`config.mk`:
```
export PLATFORM = sky130hd
export DESIGN_NAME = pwm_capture_avalon
export DESIGN_NICKNAME = d
export VERILOG_FILES = /design/src/rtl/pwm_capture_avalon_pkg.sv /design/src/rtl/pwm_capture_avalon_pulse_edge_sync.sv /design/src/rtl/pwm_capture_avalon.sv
export SDC_FILE = /design/constraint.sdc
export NUM_CORES = 1
export LEC_CHECK = 0
export BUFFER_PORTS_ARGS = -buffer_cell sky130_fd_sc_hd__buf_2
export CAP_MARGIN = 10
export CORE_MARGIN = 2
export CORE_UTILIZATION = 50
export DETAILED_ROUTE_END_ITERATION = 6
export HOLD_SLACK_MARGIN = 0.05
export PLACE_DENSITY_LB_ADDON = 0.1
export REMOVE_ABC_BUFFERS = 1
export SLEW_MARGIN = 5
export SYNTH_ARGS = -nofsm -noshare
export SYNTH_HDL_FRONTEND = slang
export SYNTH_SLANG_ARGS = --single-unit
```
`constraint.sdc`:
```
create_clock -name clk -period 2.94 [get_ports clk]
set_clock_uncertainty 0.15 [all_clocks]
set_input_delay 0.294 -clock clk [delete_from_list [all_inputs] [get_ports clk]]
set_output_delay 0.294 -clock clk [all_outputs]
set_load 0.01 [all_outputs]
```
`src/rtl/pwm_capture_avalon_pkg.sv`:
```
`timescale 1ns/1ps
// Purpose : shared register map, bit positions and FSM encoding for the PWM capture peripheral.
// Latency : n/a (declarations only).
// Backpressure: n/a.
package pwm_capture_avalon_pkg;

    // Word addresses on the Avalon-MM slave.
    localparam logic [1:0] ADDR_HIGH_TIME = 2'd0;
    localparam logic [1:0] ADDR_PERIOD    = 2'd1;
    localparam logic [1:0] ADDR_STATUS    = 2'd2;
    localparam logic [1:0] ADDR_CTRL      = 2'd3;

    // STATUS bit positions.
    localparam int STATUS_NEW_BIT     = 0;
    localparam int STATUS_TIMEOUT_BIT = 1;
    localparam int STATUS_LEVEL_BIT   = 2;

    // CTRL bit positions.
    localparam int CTRL_EN_BIT     = 0;
    localparam int CTRL_IRQ_EN_BIT = 1;

    typedef enum logic [1:0] {
        DISABLED  = 2'd0,
        WAIT_RISE = 2'd1,
        HIGH      = 2'd2,
        LOW       = 2'd3
    } cap_state_t;

endpackage

```
`src/rtl/pwm_capture_avalon_pulse_edge_sync.sv`:
```
`timescale 1ns/1ps
// Purpose : brings an asynchronous pulse into the clock domain and flags its edges.
// Latency : pin change to rise/fall pulse acted upon at the 3rd clock edge, same for both edges.
// Backpressure: none; free-running, rise/fall are single-cycle pulses.
//
// Ports:
//   clk_i   - clock
//   rst_ni  - asynchronous active-low reset
//   d_i     - asynchronous input pin
//   level_o - synchronised level
//   rise_o  - one-cycle pulse on a synchronised 0->1 transition
//   fall_o  - one-cycle pulse on a synchronised 1->0 transition
module pwm_capture_avalon_pulse_edge_sync (
    input  logic clk_i,
    input  logic rst_ni,
    input  logic d_i,
    output logic level_o,
    output logic rise_o,
    output logic fall_o
);

    logic meta_q;   // first synchroniser stage, may go metastable
    logic sync_q;   // second synchroniser stage, safe to use
    logic prev_q;   // previous synchronised value for edge detection

    always_ff @(posedge clk_i or negedge rst_ni) begin
        if (!rst_ni) begin
            meta_q <= 1'b0;
            sync_q <= 1'b0;
            prev_q <= 1'b0;
        end else begin
            meta_q <= d_i;
            sync_q <= meta_q;
            prev_q <= sync_q;
        end
    end

    assign level_o = sync_q;
    assign rise_o  = sync_q & ~prev_q;
    assign fall_o  = ~sync_q & prev_q;

endmodule

```
`src/rtl/pwm_capture_avalon.sv`:
```
`timescale 1ns/1ps
// Purpose : measures high time and period of an incoming PWM signal, exposed on an Avalon-MM slave.
// Latency : reads return on readdata one clock after cs&read; captures commit 3 cycles after the pin rises.
// Backpressure: none; the slave never stalls (no waitrequest), reads/writes complete in one cycle.
//
// Ports:
//   clk, reset_n           - clock, asynchronous active-low reset
//   cs, read, write        - Avalon-MM strobes (ignored unless cs=1)
//   address, writedata     - register select and write data
//   readdata               - registered read data
//   pwm_in                 - asynchronous pulse input
//   sample_irq             - level interrupt, NEW & IRQ_EN
module pwm_capture_avalon
    import pwm_capture_avalon_pkg::*;
#(
    parameter int          CNT_W          = 32,
    parameter logic [31:0] TIMEOUT_CYCLES = 32'd1_000_000
) (
    input  logic        clk,
    input  logic        reset_n,
    input  logic        cs,
    input  logic        read,
    input  logic        write,
    input  logic [1:0]  address,
    input  logic [31:0] writedata,
    output logic [31:0] readdata,
    input  logic        pwm_in,
    output logic        sample_irq
);

    localparam logic [CNT_W-1:0] CNT_MAX = '1;
    localparam logic [CNT_W-1:0] CNT_ONE = {{(CNT_W-1){1'b0}}, 1'b1};
    localparam logic [CNT_W-1:0] TO_CNT  = TIMEOUT_CYCLES[CNT_W-1:0];

    // ------------------------------------------------------------------
    // Input synchroniser and edge detection
    // ------------------------------------------------------------------
    logic pwm_level;
    logic pwm_rise;
    logic pwm_fall;

    pwm_capture_avalon_pulse_edge_sync u_edge_sync (
        .clk_i   (clk),
        .rst_ni  (reset_n),
        .d_i     (pwm_in),
        .level_o (pwm_level),
        .rise_o  (pwm_rise),
        .fall_o  (pwm_fall)
    );

    // ------------------------------------------------------------------
    // State
    // ------------------------------------------------------------------
    cap_state_t       state_q,     state_d;
    logic [CNT_W-1:0] cnt_q,       cnt_d;
    logic [CNT_W-1:0] hi_lat_q,    hi_lat_d;
    logic [CNT_W-1:0] high_time_q, high_time_d;
    logic [CNT_W-1:0] period_q,    period_d;
    logic             new_q,       new_d;
    logic             timeout_q,   timeout_d;
    logic             en_q,        en_d;
    logic             irq_en_q,    irq_en_d;
    logic [31:0]      readdata_q,  readdata_d;
    logic             irq_q;

    logic             bus_rd;
    logic             bus_wr;
    logic             commit;
    logic             timeout_evt;
    logic [CNT_W-1:0] cnt_inc;
    logic [31:0]      ht_word;
    logic [31:0]      per_word;
    logic [31:0]      status_word;
    logic [31:0]      ctrl_word;

    // Only EN and IRQ_EN are writable; the remaining write bits have no home.
    logic unused_wdata;
    assign unused_wdata = ^writedata[31:2];

    assign bus_rd  = cs & read;
    assign bus_wr  = cs & write;
    // Saturating increment: a stuck counter is preferable to a wrapped one.
    assign cnt_inc = (cnt_q == CNT_MAX) ? cnt_q : (cnt_q + CNT_ONE);

    // ------------------------------------------------------------------
    // Measurement FSM
    // ------------------------------------------------------------------
    always_comb begin
        state_d     = state_q;
        cnt_d       = cnt_q;
        hi_lat_d    = hi_lat_q;
        high_time_d = high_time_q;
        period_d    = period_q;
        commit      = 1'b0;
        timeout_evt = 1'b0;

        case (state_q)
            DISABLED: begin
                cnt_d = '0;
                if (en_q) begin
                    state_d = WAIT_RISE;
                end
            end

            // Whatever pulse was in flight at enable time is discarded;
            // measurement only starts on a clean rising edge.
            WAIT_RISE: begin
                cnt_d = '0;
                if (!en_q) begin
                    state_d = DISABLED;
                end else if (pwm_rise) begin
                    state_d = HIGH;
                end
            end

            HIGH: begin
                if (!en_q) begin
                    state_d = DISABLED;
                    cnt_d   = '0;
                end else if (pwm_fall) begin
                    // +1 accounts for the cycle in which the edge is seen.
                    hi_lat_d = cnt_inc;
                    cnt_d    = cnt_inc;
                    state_d  = LOW;
                end else if (cnt_q == TO_CNT) begin
                    timeout_evt = 1'b1;
                    cnt_d       = '0;
                    state_d     = WAIT_RISE;
                end else begin
                    cnt_d = cnt_inc;
                end
            end

            LOW: begin
                if (!en_q) begin
                    state_d = DISABLED;
                    cnt_d   = '0;
                end else if (pwm_rise) begin
                    // Next period begins on this same edge.
                    commit      = 1'b1;
                    high_time_d = hi_lat_q;
                    period_d    = cnt_inc;
                    cnt_d       = '0;
                    state_d     = HIGH;
                end else if (cnt_q == TO_CNT) begin
                    timeout_evt = 1'b1;
                    cnt_d       = '0;
                    state_d     = WAIT_RISE;
                end else begin
                    cnt_d = cnt_inc;
                end
            end

            default: begin
                state_d = DISABLED;
                cnt_d   = '0;
            end
        endcase
    end

    // ------------------------------------------------------------------
    // Register file, flags and read mux
    // ------------------------------------------------------------------
    always_comb begin
        ht_word                  = '0;
        ht_word[CNT_W-1:0]       = high_time_q;
        per_word                 = '0;
        per_word[CNT_W-1:0]      = period_q;
        status_word                     = '0;
        status_word[STATUS_NEW_BIT]     = new_q;
        status_word[STATUS_TIMEOUT_BIT] = timeout_q;
        status_word[STATUS_LEVEL_BIT]   = pwm_level;
        ctrl_word                  = '0;
        ctrl_word[CTRL_EN_BIT]     = en_q;
        ctrl_word[CTRL_IRQ_EN_BIT] = irq_en_q;
    end

    always_comb begin
        new_d      = new_q;
        timeout_d  = timeout_q;
        en_d       = en_q;
        irq_en_d   = irq_en_q;
        readdata_d = readdata_q;

        // Flags: read-clear first, so a same-cycle set overrides the clear.
        if (bus_rd && (address == ADDR_PERIOD)) begin
            new_d = 1'b0;
        end
        if (commit) begin
            new_d = 1'b1;
        end
        if (bus_rd && (address == ADDR_STATUS)) begin
            timeout_d = 1'b0;
        end
        if (timeout_evt) begin
            timeout_d = 1'b1;
        end

        if (bus_wr && (address == ADDR_CTRL)) begin
            en_d     = writedata[CTRL_EN_BIT];
            irq_en_d = writedata[CTRL_IRQ_EN_BIT];
        end

        // Read data is taken from the current (pre-update) register values.
        if (bus_rd) begin
            case (address)
                ADDR_HIGH_TIME: readdata_d = ht_word;
                ADDR_PERIOD:    readdata_d = per_word;
                ADDR_STATUS:    readdata_d = status_word;
                default:        readdata_d = ctrl_word;
            endcase
        end
    end

    always_ff @(posedge clk or negedge reset_n) begin
        if (!reset_n) begin
            state_q     <= DISABLED;
            cnt_q       <= '0;
            hi_lat_q    <= '0;
            high_time_q <= '0;
            period_q    <= '0;
            new_q       <= 1'b0;
            timeout_q   <= 1'b0;
            en_q        <= 1'b0;
            irq_en_q    <= 1'b0;
            readdata_q  <= '0;
            irq_q       <= 1'b0;
        end else begin
            state_q     <= state_d;
            cnt_q       <= cnt_d;
            hi_lat_q    <= hi_lat_d;
            high_time_q <= high_time_d;
            period_q    <= period_d;
            new_q       <= new_d;
            timeout_q   <= timeout_d;
            en_q        <= en_d;
            irq_en_q    <= irq_en_d;
            readdata_q  <= readdata_d;
            // Tracks NEW & IRQ_EN cycle-for-cycle while still leaving the
            // pin driven straight from a flop.
            irq_q       <= new_d & irq_en_d;
        end
    end

    assign readdata   = readdata_q;
    assign sample_irq = irq_q;

endmodule

```
# After elaboration in Yosys (flattened, before gate mapping)

Index checks and enable logic that the tools add are counted.

Flip-flop bits (word level): 170
Bits in latches: 0
RAM bits: 0
Bits in read-only memories: 0
Bits of input ports: 40
Output and inout bits: 33
Word-level logic and storage cells: 73
Memories: 0

Add/sub/neg operators: 1
$mul: 0
Divide/modulo/power cells: 0
Order comparisons: 0
Equal/unequal tests: 10
Shifts and indexed selects: 0
Mux-type cells: 31
Bitwise operators: 7
Reduce and logical (&&, ||, !) cells: 10

Operators with widths:

| kind                    | count |
|---|---|
| $mux W32                | 6 |
| $pmux W32 S3            | 2 |
| $add A32 B1 Y32 const B | 1 |
| $eq A32 B20 Y1 const B  | 1 |
| $eq A32 B32 Y1 const B  | 1 |
| $mux W2                 | 8 |
| $mux W1                 | 13 |
| $eq A2 B2 Y1 const B    | 4 |
| $pmux W2 S4             | 1 |
| $reduce_and A3 Y1       | 2 |
| $and A1 B1 Y1           | 5 |
| $eq A2 B1 Y1 const B    | 2 |
| $logic_not A2 Y1        | 2 |
| $logic_and A1 B1 Y1     | 3 |
| $ne A3 B3 Y1 const B    | 1 |
| $ne A2 B2 Y1 const B    | 1 |
| $not A1 Y1              | 2 |
| $pmux W1 S2             | 1 |
| $reduce_and A2 Y1       | 1 |
| $reduce_bool A2 Y1      | 1 |
| $reduce_or A2 Y1        | 1 |

# Logic depth before layout (Yosys ltp)

Gate-level depths: netlist (run 1).

Depth after elaboration: 7
Mapped depth: 9
Gate-level depth less buffers: 7

# Modules after synthesis

A second synthesis (run 1) with hierarchy kept.

Cells, all modules: 763
Area total of the unflattened synthesis: 7552.2 um^2

By module, submodules not included:

| module                             | instances | cells an instance | area each (um^2) | sequential area each (um^2) |
|---|---|---|---|---|
| pwm_capture_avalon                 | 1         | 758               | 7462.2           | 4179.0 |
| pwm_capture_avalon_pulse_edge_sync | 1         | 5                 | 90.1             | 75.1 |

# Worst setup path after synthesis (run 1)

Ideal clock, no wire load.

Path type: register to register
Start: register cnt_q[1]
End: register period_q[26] (netlist: per_word[26])
Setup time: 69 ps
Arrival time: 2456 ps
Required time: 2721 ps
Setup slack: 266 ps
Stages on the path, launching flop included: 10
Buffers on the path: 3
Clock period less this slack: 2674 ps
Cell sequence: dfrtp_1 -> ha_1 -> buf_2 -> nand4_1 -> or4_1 -> buf_2 -> or3_4 -> buf_6 -> or4_1 -> nand3_1

Cells in the longest elaborated chain, start to end: 2
Elaborated cells on any way between the ends: 3
Classes of those cells: 1 x add/sub; 1 x eq/ne; 1 x mux

RTL lines:

| item                                                     | line                      | source |
|---|---|---|
| start, declared                                          | pwm_capture_avalon.sv:55  | `logic [CNT_W-1:0] cnt_q, cnt_d;` |
| start signal, assigned                                   | pwm_capture_avalon.sv:230 | `cnt_q <= cnt_d;` |
| $add A32 B1 Y32 / $eq A32 B32 Y1 (equally long branches) | pwm_capture_avalon.sv:83  | `assign cnt_inc = (cnt_q == CNT_MAX) ? cnt_q : (cnt_q + CNT_ONE);` |
| $mux W32 (*)                                             | pwm_capture_avalon.sv:83  |  |
| end signal, assigned                                     | pwm_capture_avalon.sv:233 | `period_q <= period_d;` |
| end, declared                                            | pwm_capture_avalon.sv:58  | `logic [CNT_W-1:0] period_q, period_d;` |

Mark *: on every way between the ends. The rest lies on a longest branch, timed or not.
A chain may end at the register's enable or synchronous reset.

# Final worst setup path (run 1)

Start: register cnt_q[15]
End: register period_q[29] (netlist: per_word[29])

The elaborated chain is that of the path after synthesis.

==> results.toml, run 1 <==
[synthesis]
syn_area_um2 = 7480
ys_seq_elements = 170
synth.avg_cell_area_um2 = 9.74
synthCells = 768
yosysMostFrequentCell = "nand2_1"
ys_types = 51
synth_common_cells = "197 x nand2_1, 170 x dfrtp_1, 87 x o21ai_0"
yosysTopAreaCell = "dfrtp_1"
synth_edf_count = 0
seq_area_frac_synth = 0.569
synth.area.top_cells = "dfrtp_1 57%, nand2_1 9.9%, o21ai_0 5.8%"
synth_top_area_share = 0.569
synth_ff_type = "dfrtp_1"
synth_warnings = 0
async_flop_share = 1.00

[die]
fp-row-count = 44
die_x_um = 126
die_h_um = 126
core_um2 = 14600
floorplan.initialDensity = 0.513
io_pins = 73
die_area_um2 = 16000

[run]
maxCapViolations = 0

[global_route]
grt_usage = 0.226
grt_pass1_wl_um = 28800
antenna_found_initial = 0
first_global_vias = 5605
grt_max_degree = 77
overflow = 0

[drt]
wirelength_um = 16600
drt-initial-drc-count = 418
first_pass_iters = 5
vias_per_cell = 5.68
via_count = 5694
wl_per_cell_um = 16.5
drc_errors = 0
drtAntennaViolNets = 0

[sta]
final-max-slew-violation-count = 0
worstMarginPinSlew_ps = 738
setup_viol = 0
finalWorstSetupSlack_ps = 237
final.setup.tns_ps = 0
post-route-period-util = 0.920
min_period_ps = 2700
max_slew_margin = 0.508
grt_setup_unrepaired = "false"
fmax_ghz = 0.370
finalHoldViolCount = 0
fin_hold_ws_ps = 61.9

[place]
hpwl_um = 10500
dp_slack_ps = 259
port_buffers = 42
gp_congestion = 0.883

[cts]
clockRootBuffer = "clkbuf_16"
htreeDepth = 4
worst_skew_pair.late_latency_ps = 430
post_cts_resized = 0
clockBufferDepth = 2
cts_buffers = 17
cts_tree = "done"
postCtsSetupBuffers = 0
clk_pin_slew_ps = 60
clock_sinks = 170

[worst_setup_path]
cp_max_fo = 13
rrSetupSlack_ps = 240
cp_data_arrival_time_ps = 2920
required_ps = 3160
critPathLaunch = "cnt_q[15]"
crit_type = "reg2reg"
cp-end-kind = "register"
r2r-start = "cnt_q[15]"
cp-start-kind = "register"

[power_and_ir_drop]
powerDensity_nw_per_um2 = 595
irDropWorstVdd_v = 0.000378
power_leakage_nw = 3.95

[final_layout]
area_growth_pct = 15.0
drive_above_1_share = 0.141
layout.nets = 847
fin_util = 0.590
diodes = 0

[outcome]
status = "finished, final reports clean"

[hold_path]
hold_start = "cs"
hp-class = "in2reg"
-- critical path, cell delays in order, from the launching register on --
cell     delay [ps]
dfrtp_1         440
nand4_1         280
or4_1           670
a211o_1         420
or4_1           550
nand3_1         110
-- power breakdown --
| part | internal, mW | switching [mW] | leakage [nW] | total (mW) |
|---|---|---|---|---|
| sequential | 2.40 | 0.0426 | 2.36 | 2.45 |
| clock | 1.51 | 0.924 | 0.316 | 2.44 |
| combinational | 0.0887 | 0.148 | 1.28 | 0.237 |
-- state kept, by name, indices dropped and copies added (netlist names), 2 cells and up --
signal,flops
cnt_q,32
hi_lat_q,32
high_time_q,32
per_word,32
readdata,32
state_q,2
-- cells in the final DEF (no fill, tap or decap), types with 3 or more instances in the layout --
master and count:
nand2_1 197, dfrtp_1 170, o21ai_0 87, buf_2 41, nor2_1 40, mux2i_1 31
nand3_1 23, nand4_1 19, or4_1 17, clkbuf_16 17, xnor2_1 16, buf_4 16
a21oi_1 15, o211ai_1 11, nor4_1 10, o31ai_1 9, a31oi_1 9, or3_1 6
inv_1 5, or2_2 5, dlygate4sd3_1 5, mux2_2 4, bufinv_16 4, clkbuf_8 4
nor3_1 3, and3_1 3, a2111oi_0 3, clkinv_4 3
-- timing repair --
action                                  CTS  global route
hold endpoints to repair                 77             0
hold buffers                              5             0
endpoints found under the setup margin    0             0
-- metal layers --
layer	vias to the layer above	part of all wire	wire, um	track usage
li1	2755	-	-	-
met1	2771	0.47	7850	0.331
met2	142	0.47	7730	0.338
met3	26	0.040	664	0.0447
met4	0	0.020	323	0.0866
met5	-	0	0	0
-- final cells by class --
type                       count  area [um^2]
fill                        1272         5980
sequential                   170         4250
multi-input combinational    546         3030
clock buffer                  22          484
timing repair buffer          65          427
tap                          184          230
clock inverter                10          164
inverter                       5         18.8
-- logic make-up (layout without fill, tap and decap cells) --
kind of cell               Yosys count  in the layout  synth area share
buffers and inverters               52            102            0.0278
muxes                               37             37            0.0535
DFF                                170            170             0.569
adders and majority gates            2              2           0.00334
xor gates and xnor gates            18             18            0.0211
and+or+nand+nor                    345            345             0.215
AOI/OAI and AO/OA                  144            144             0.110
-- stage by stage --
stage / instance area (um^2) / total power [mW] / std cells
detailed placement: 7910 / 2.73 / 965
finish: 8600 / 5.12 / 1002
global route: 8600 / 5.30 / 1002
CTS: 8600 / 5.19 / 1002
global placement: 7910 / 2.71 / 965
floorplan: 7290 / 2.59 / 721
-- final timing paths --
kind,end,cells after the start
min in group asynchronous,readdata[18],2
max in group asynchronous,hi_lat_q[5],3
setup reg to reg,per_word[29],5
hold / removal,timeout_q,3
hold reg to reg,u_edge_sync.level_o,0
setup / recovery,per_word[29],5
Note: power is estimated with default switching activity, not from simulation.
==> inputs of run 2 (changes only) <==
==> constraint.sdc (replaced) <==
create_clock -name clk -period 2.94 [get_ports clk]
set_clock_uncertainty 0.15 [all_clocks]
set_input_delay 0.147 -clock clk [delete_from_list [all_inputs] [get_ports clk]]
set_output_delay 0.147 -clock clk [all_outputs]
set_load 0.01 [all_outputs]
==> results.toml, run 2 (synthesis results as in run 1) <==
[drt]
via_count = 5627
wl_per_cell_um = 16.2
drc_errors = 0
first_pass_iters = 6
drt-initial-drc-count = 309
wirelength_um = 16300
drtAntennaViolNets = 0
vias_per_cell = 5.59

[worst_setup_path]
max_stage_delay_ps = 680
rrSetupSlack_ps = 190
crit_family = "simple AND/OR/NAND/NOR gates"
path_cells = "nand4_1 -> or4_1 -> a211o_1 -> or4_1 -> nand3_1"
timing.rr.end = "per_word[25]"
cp_max_fo = 13
cp-start-kind = "register"
worst_path_max_delay_cell = "or4_1"
r2r-start = "cnt_q[14]"
rr_worst_depth = 5
required_ps = 3150
worst-path-buf-inv = 0
cp-end-kind = "register"
crit_type = "reg2reg"
cp_data_arrival_time_ps = 2950
cpMostUsedCell = "or4_1"

[power_and_ir_drop]
powerDensity_nw_per_um2 = 596
power.switching_mw = 1.09
seq_power_share = 0.474
irDropWorstVdd_v = 0.000402
finalPower_mw = 5.17
power_leakage_nw = 3.97
p_comb_frac = 0.048
switching_share = 0.212
p_clk_frac = 0.478
p_int_mw = 4.07

[final_layout]
mostFrequentLayoutCell = "nand2_1"
num-fill-cells = 1268
drive_above_1_share = 0.142
area_growth_pct = 15.8
diodes = 0
final_cell_mix = "197 x nand2_1, 170 x dfrtp_1, 87 x o21ai_0"
layout.nets = 852

[cts]
clock_sinks = 170
cts_tree = "done"
clockRootBuffer = "clkbuf_16"
cts_buffers = 17
postCtsSetupBuffers = 0
clockBufferDepth = 2
post_cts_resized = 0
holdBufCountCts = 9
worst_skew_pair.late_latency_ps = 430
clk_pin_slew_ps = 60
htreeDepth = 4

[outcome]
status = "finished, final reports clean"

[die]
io_pins = 73
die_x_um = 126
fp-row-count = 44
die_area_um2 = 16000
die_h_um = 126
floorplan.initialDensity = 0.513
core_um2 = 14600

[hold_path]
hp-class = "in2reg"
hold_start = "write"
worst_hold_path.endpoint = "sample_irq"
min_delay_path_depth = 4

[sta]
final-max-slew-violation-count = 0
fmax_ghz = 0.364
finalHoldViolCount = 0
fin_hold_ws_ps = 89.0
worstMarginPinSlew_ps = 760
min_period_ps = 2750
setup_viol = 0
max_slew_margin = 0.493
grt_setup_unrepaired = "false"
post-route-period-util = 0.934

[global_route]
grt_max_degree = 80
overflow = 0
grt_usage = 0.220
first_global_vias = 5675
grt_pass1_wl_um = 28200
antenna_found_initial = 0

[place]
hpwl_um = 10600
gp_congestion = 0.869
port_buffers = 42

[run]
maxCapViolations = 0
-- run 2: power groups by stage --
stage               clock, mW  combinational [mW]  sequential (mW)
finish                   2.47               0.247             2.45
global route             2.62               0.279             2.46
detailed placement          0               0.239             2.49
CTS                      2.52               0.254             2.45
floorplan                   0               0.109             2.48
global placement            0               0.230             2.49
-- run 2: layout make-up --
class,instances,area (um^2),share of cell area
sequential,170,4250,0.491
multi-input combinational,546,3030,0.349
timing repair buffer,70,474,0.0547
clock buffer,20,467,0.0539
tap,184,230,0.0266
clock inverter,12,194,0.0224
inverter,5,18.8,0.00217
-- run 2: worst register-to-register path, stage by stage (launching register included) --
cell and delay [ps]:
dfrtp_1 450, nand4_1 310, or4_1 680, a211o_1 430
or4_1 560, nand3_1 100
-- run 2: worst max-delay path by stage --
stage | start | endpoint | slack [ps] | cells after the start
global route | cnt_q[14] | hi_lat_q[31] | 20 | 5
CTS | cnt_q[14] | per_word[25] | 210 | 5
global placement | cnt_q[14] | hi_lat_q[25] | 300 | 5
detailed placement | cnt_q[14] | hi_lat_q[29] | 240 | 5
floorplan | u_edge_sync.prev_q | per_word[6] | -220 | 5
finish | cnt_q[14] | per_word[25] | 190 | 5
-- run 2: layer usage --
| metal | share of wire | global-route usage |
|---|---|---|
| met3 | 0.038 | 0.0481 |
| met1 | 0.48 | 0.308 |
| met2 | 0.47 | 0.348 |
| met4 | 0.016 | 0.0692 |
| met5 | 0 | 0 |
-- run 2: stage by stage --
| stage | area [um^2] | instances | TNS [ps] | utilization | worst slack, ps |
|---|---|---|---|---|---|
| 2_1_floorplan | 7290 | 721 | -1300 | - | -220 |
| 3_3_place_gp | 7910 | 966 | 0 | 0.542 | 295 |
| 3_5_place_dp | 7910 | 966 | 0 | 0.542 | 235 |
| 4_1_cts | 8660 | 1007 | 0 | 0.594 | 214 |
| 5_1_grt | 8660 | 1007 | 0 | 0.594 | 19.2 |
| 6_report | 8660 | 1007 | 0 | 0.594 | 194 |
==> inputs of run 3 (changes only) <==
--- a/config.mk
+++ b/config.mk
@@ -8,7 +8,7 @@
 export BUFFER_PORTS_ARGS = -buffer_cell sky130_fd_sc_hd__buf_2
 export CAP_MARGIN = 10
 export CORE_MARGIN = 2
-export CORE_UTILIZATION = 50
+export CORE_UTILIZATION = 59
 export DETAILED_ROUTE_END_ITERATION = 6
 export HOLD_SLACK_MARGIN = 0.05
 export PLACE_DENSITY_LB_ADDON = 0.1
==> results.toml, run 3 (synthesis results as in run 1) <==
[die]
die_h_um = 117
fp-row-count = 41
die_area_um2 = 13600
io_pins = 73
die_x_um = 117
floorplan.initialDensity = 0.598
core_um2 = 12500

[sta]
setup_viol = 0
final.setup.tns_ps = 0
grt_setup_unrepaired = "false"
max_slew_margin = 0.447
finalWorstSetupSlack_ps = 238
fin_hold_ws_ps = 104
finalHoldViolCount = 0
worstMarginPinSlew_ps = 830
final-max-slew-violation-count = 0
fmax_ghz = 0.370
min_period_ps = 2700
post-route-period-util = 0.919

[drt]
drtAntennaViolNets = 0
drc_errors = 0
drt-initial-drc-count = 379
wirelength_um = 16100
via_count = 5725
vias_per_cell = 5.76
wl_per_cell_um = 16.2
first_pass_iters = 4

[final_layout]
area_growth_pct = 14.6
layout.nets = 852
mostFrequentLayoutCell = "nand2_1"
drive_above_1_share = 0.137
diodes = 0
finish.instance_area_um2 = 8570
final_cell_mix = "197 x nand2_1, 170 x dfrtp_1, 87 x o21ai_0"

[hold_path]
worst_hold_path.endpoint = "new_q"
min_delay_path_depth = 4
hold_start = "address[0]"
hp-class = "in2reg"

[cts]
worst_skew_pair.late_latency_ps = 420
cts_tree = "done"
clock_sinks = 170
clockRootBuffer = "clkbuf_16"
holdBufCountCts = 9
clockBufferDepth = 2
cts_buffers = 17
postCtsSetupBuffers = 0
clk_pin_slew_ps = 60
post_cts_resized = 0
htreeDepth = 4

[worst_setup_path]
r2r-start = "cnt_q[14]"
cp_data_arrival_time_ps = 2910
required_ps = 3150
timing.rr.end = "per_word[25]"
cp_max_fo = 13
rr_worst_depth = 5
crit_type = "reg2reg"
cp-end-kind = "register"
cp-start-kind = "register"
rrSetupSlack_ps = 240

[power_and_ir_drop]
irDropWorstVdd_v = 0.000451
powerDensity_nw_per_um2 = 578
power_leakage_nw = 3.94

[global_route]
grt_pass1_wl_um = 26700
grt_max_degree = 89
antenna_found_initial = 0
first_global_vias = 5382
overflow = 0
grt_usage = 0.254

[place]
hpwl_um = 10300
dp_slack_ps = 265
gp_congestion = 0.949
port_buffers = 42
dpl-instance-area_um2 = 7890

[outcome]
status = "finished, final reports clean"

[run]
maxCapViolations = 0
==> run 3: changes by cell type in the layout (fill, tap and decap cells not counted) <==
cell	before	now
bufinv_16	5	3
buf_12	2	1
clkbuf_1	0	3
buf_4	17	18
clkinvlp_4	2	1
clkinv_4	1	0
==> run 3: where the power goes <==
group | total (mW) | internal [mW] | switching (mW)
Sequential | 2.45 | 2.41 | 0.0414
Clock | 2.26 | 1.39 | 0.870
Combinational | 0.247 | 0.0964 | 0.150
Total | 4.96 | 3.90 | 1.06
==> run 3: area by class of cell <==
| class | count | area [um^2] |
|---|---|---|
| sequential | 170 | 4250 |
| multi-input combinational | 546 | 3030 |
| clock inverter | 8 | 118 |
| clock buffer | 23 | 478 |
| inverter | 5 | 18.8 |
| timing repair buffer | 70 | 462 |
| tap | 172 | 215 |
| fill | 1030 | 3950 |
==> run 3: worst max-delay path by stage <==
| stage | slack, ps | cells after the start | to | startpoint |
|---|---|---|---|---|
| global placement | 290 | 5 | per_word[29] | cnt_q[14] |
| global route | 40 | 5 | per_word[31] | cnt_q[14] |
| finish | 240 | 5 | per_word[25] | cnt_q[14] |
| detailed placement | 260 | 5 | hi_lat_q[29] | cnt_q[14] |
| CTS | 240 | 5 | per_word[25] | cnt_q[14] |
| floorplan | -220 | 5 | per_word[6] | u_edge_sync.prev_q |
==> run 3: through the flow <==
stage | power (mW) | std cells | util
2_1_floorplan | 2.59 | 721 | -
3_3_place_gp | 2.71 | 954 | 0.630
3_5_place_dp | 2.72 | 954 | 0.630
4_1_cts | 4.99 | 994 | 0.685
5_1_grt | 5.13 | 994 | 0.685
6_report | 4.96 | 994 | 0.685
==> run 3: worst max-delay path, cell delays in order, from the launching register on <==
cell and delay [ps]:
dfrtp_1 440, nand4_1 300, or4_1 680, a211o_1 410, or4_1 550, nand3_1 100
==> run 3: layer usage <==
metal  GRT usage  up-vias  part of all wire  wire (um)
li1            -     2756                 -          -
met1       0.360     2812              0.46       7460
met2       0.399      136              0.48       7770
met3      0.0472       21             0.035        562
met4      0.0886        0             0.017        271
met5           0        -                 0          0
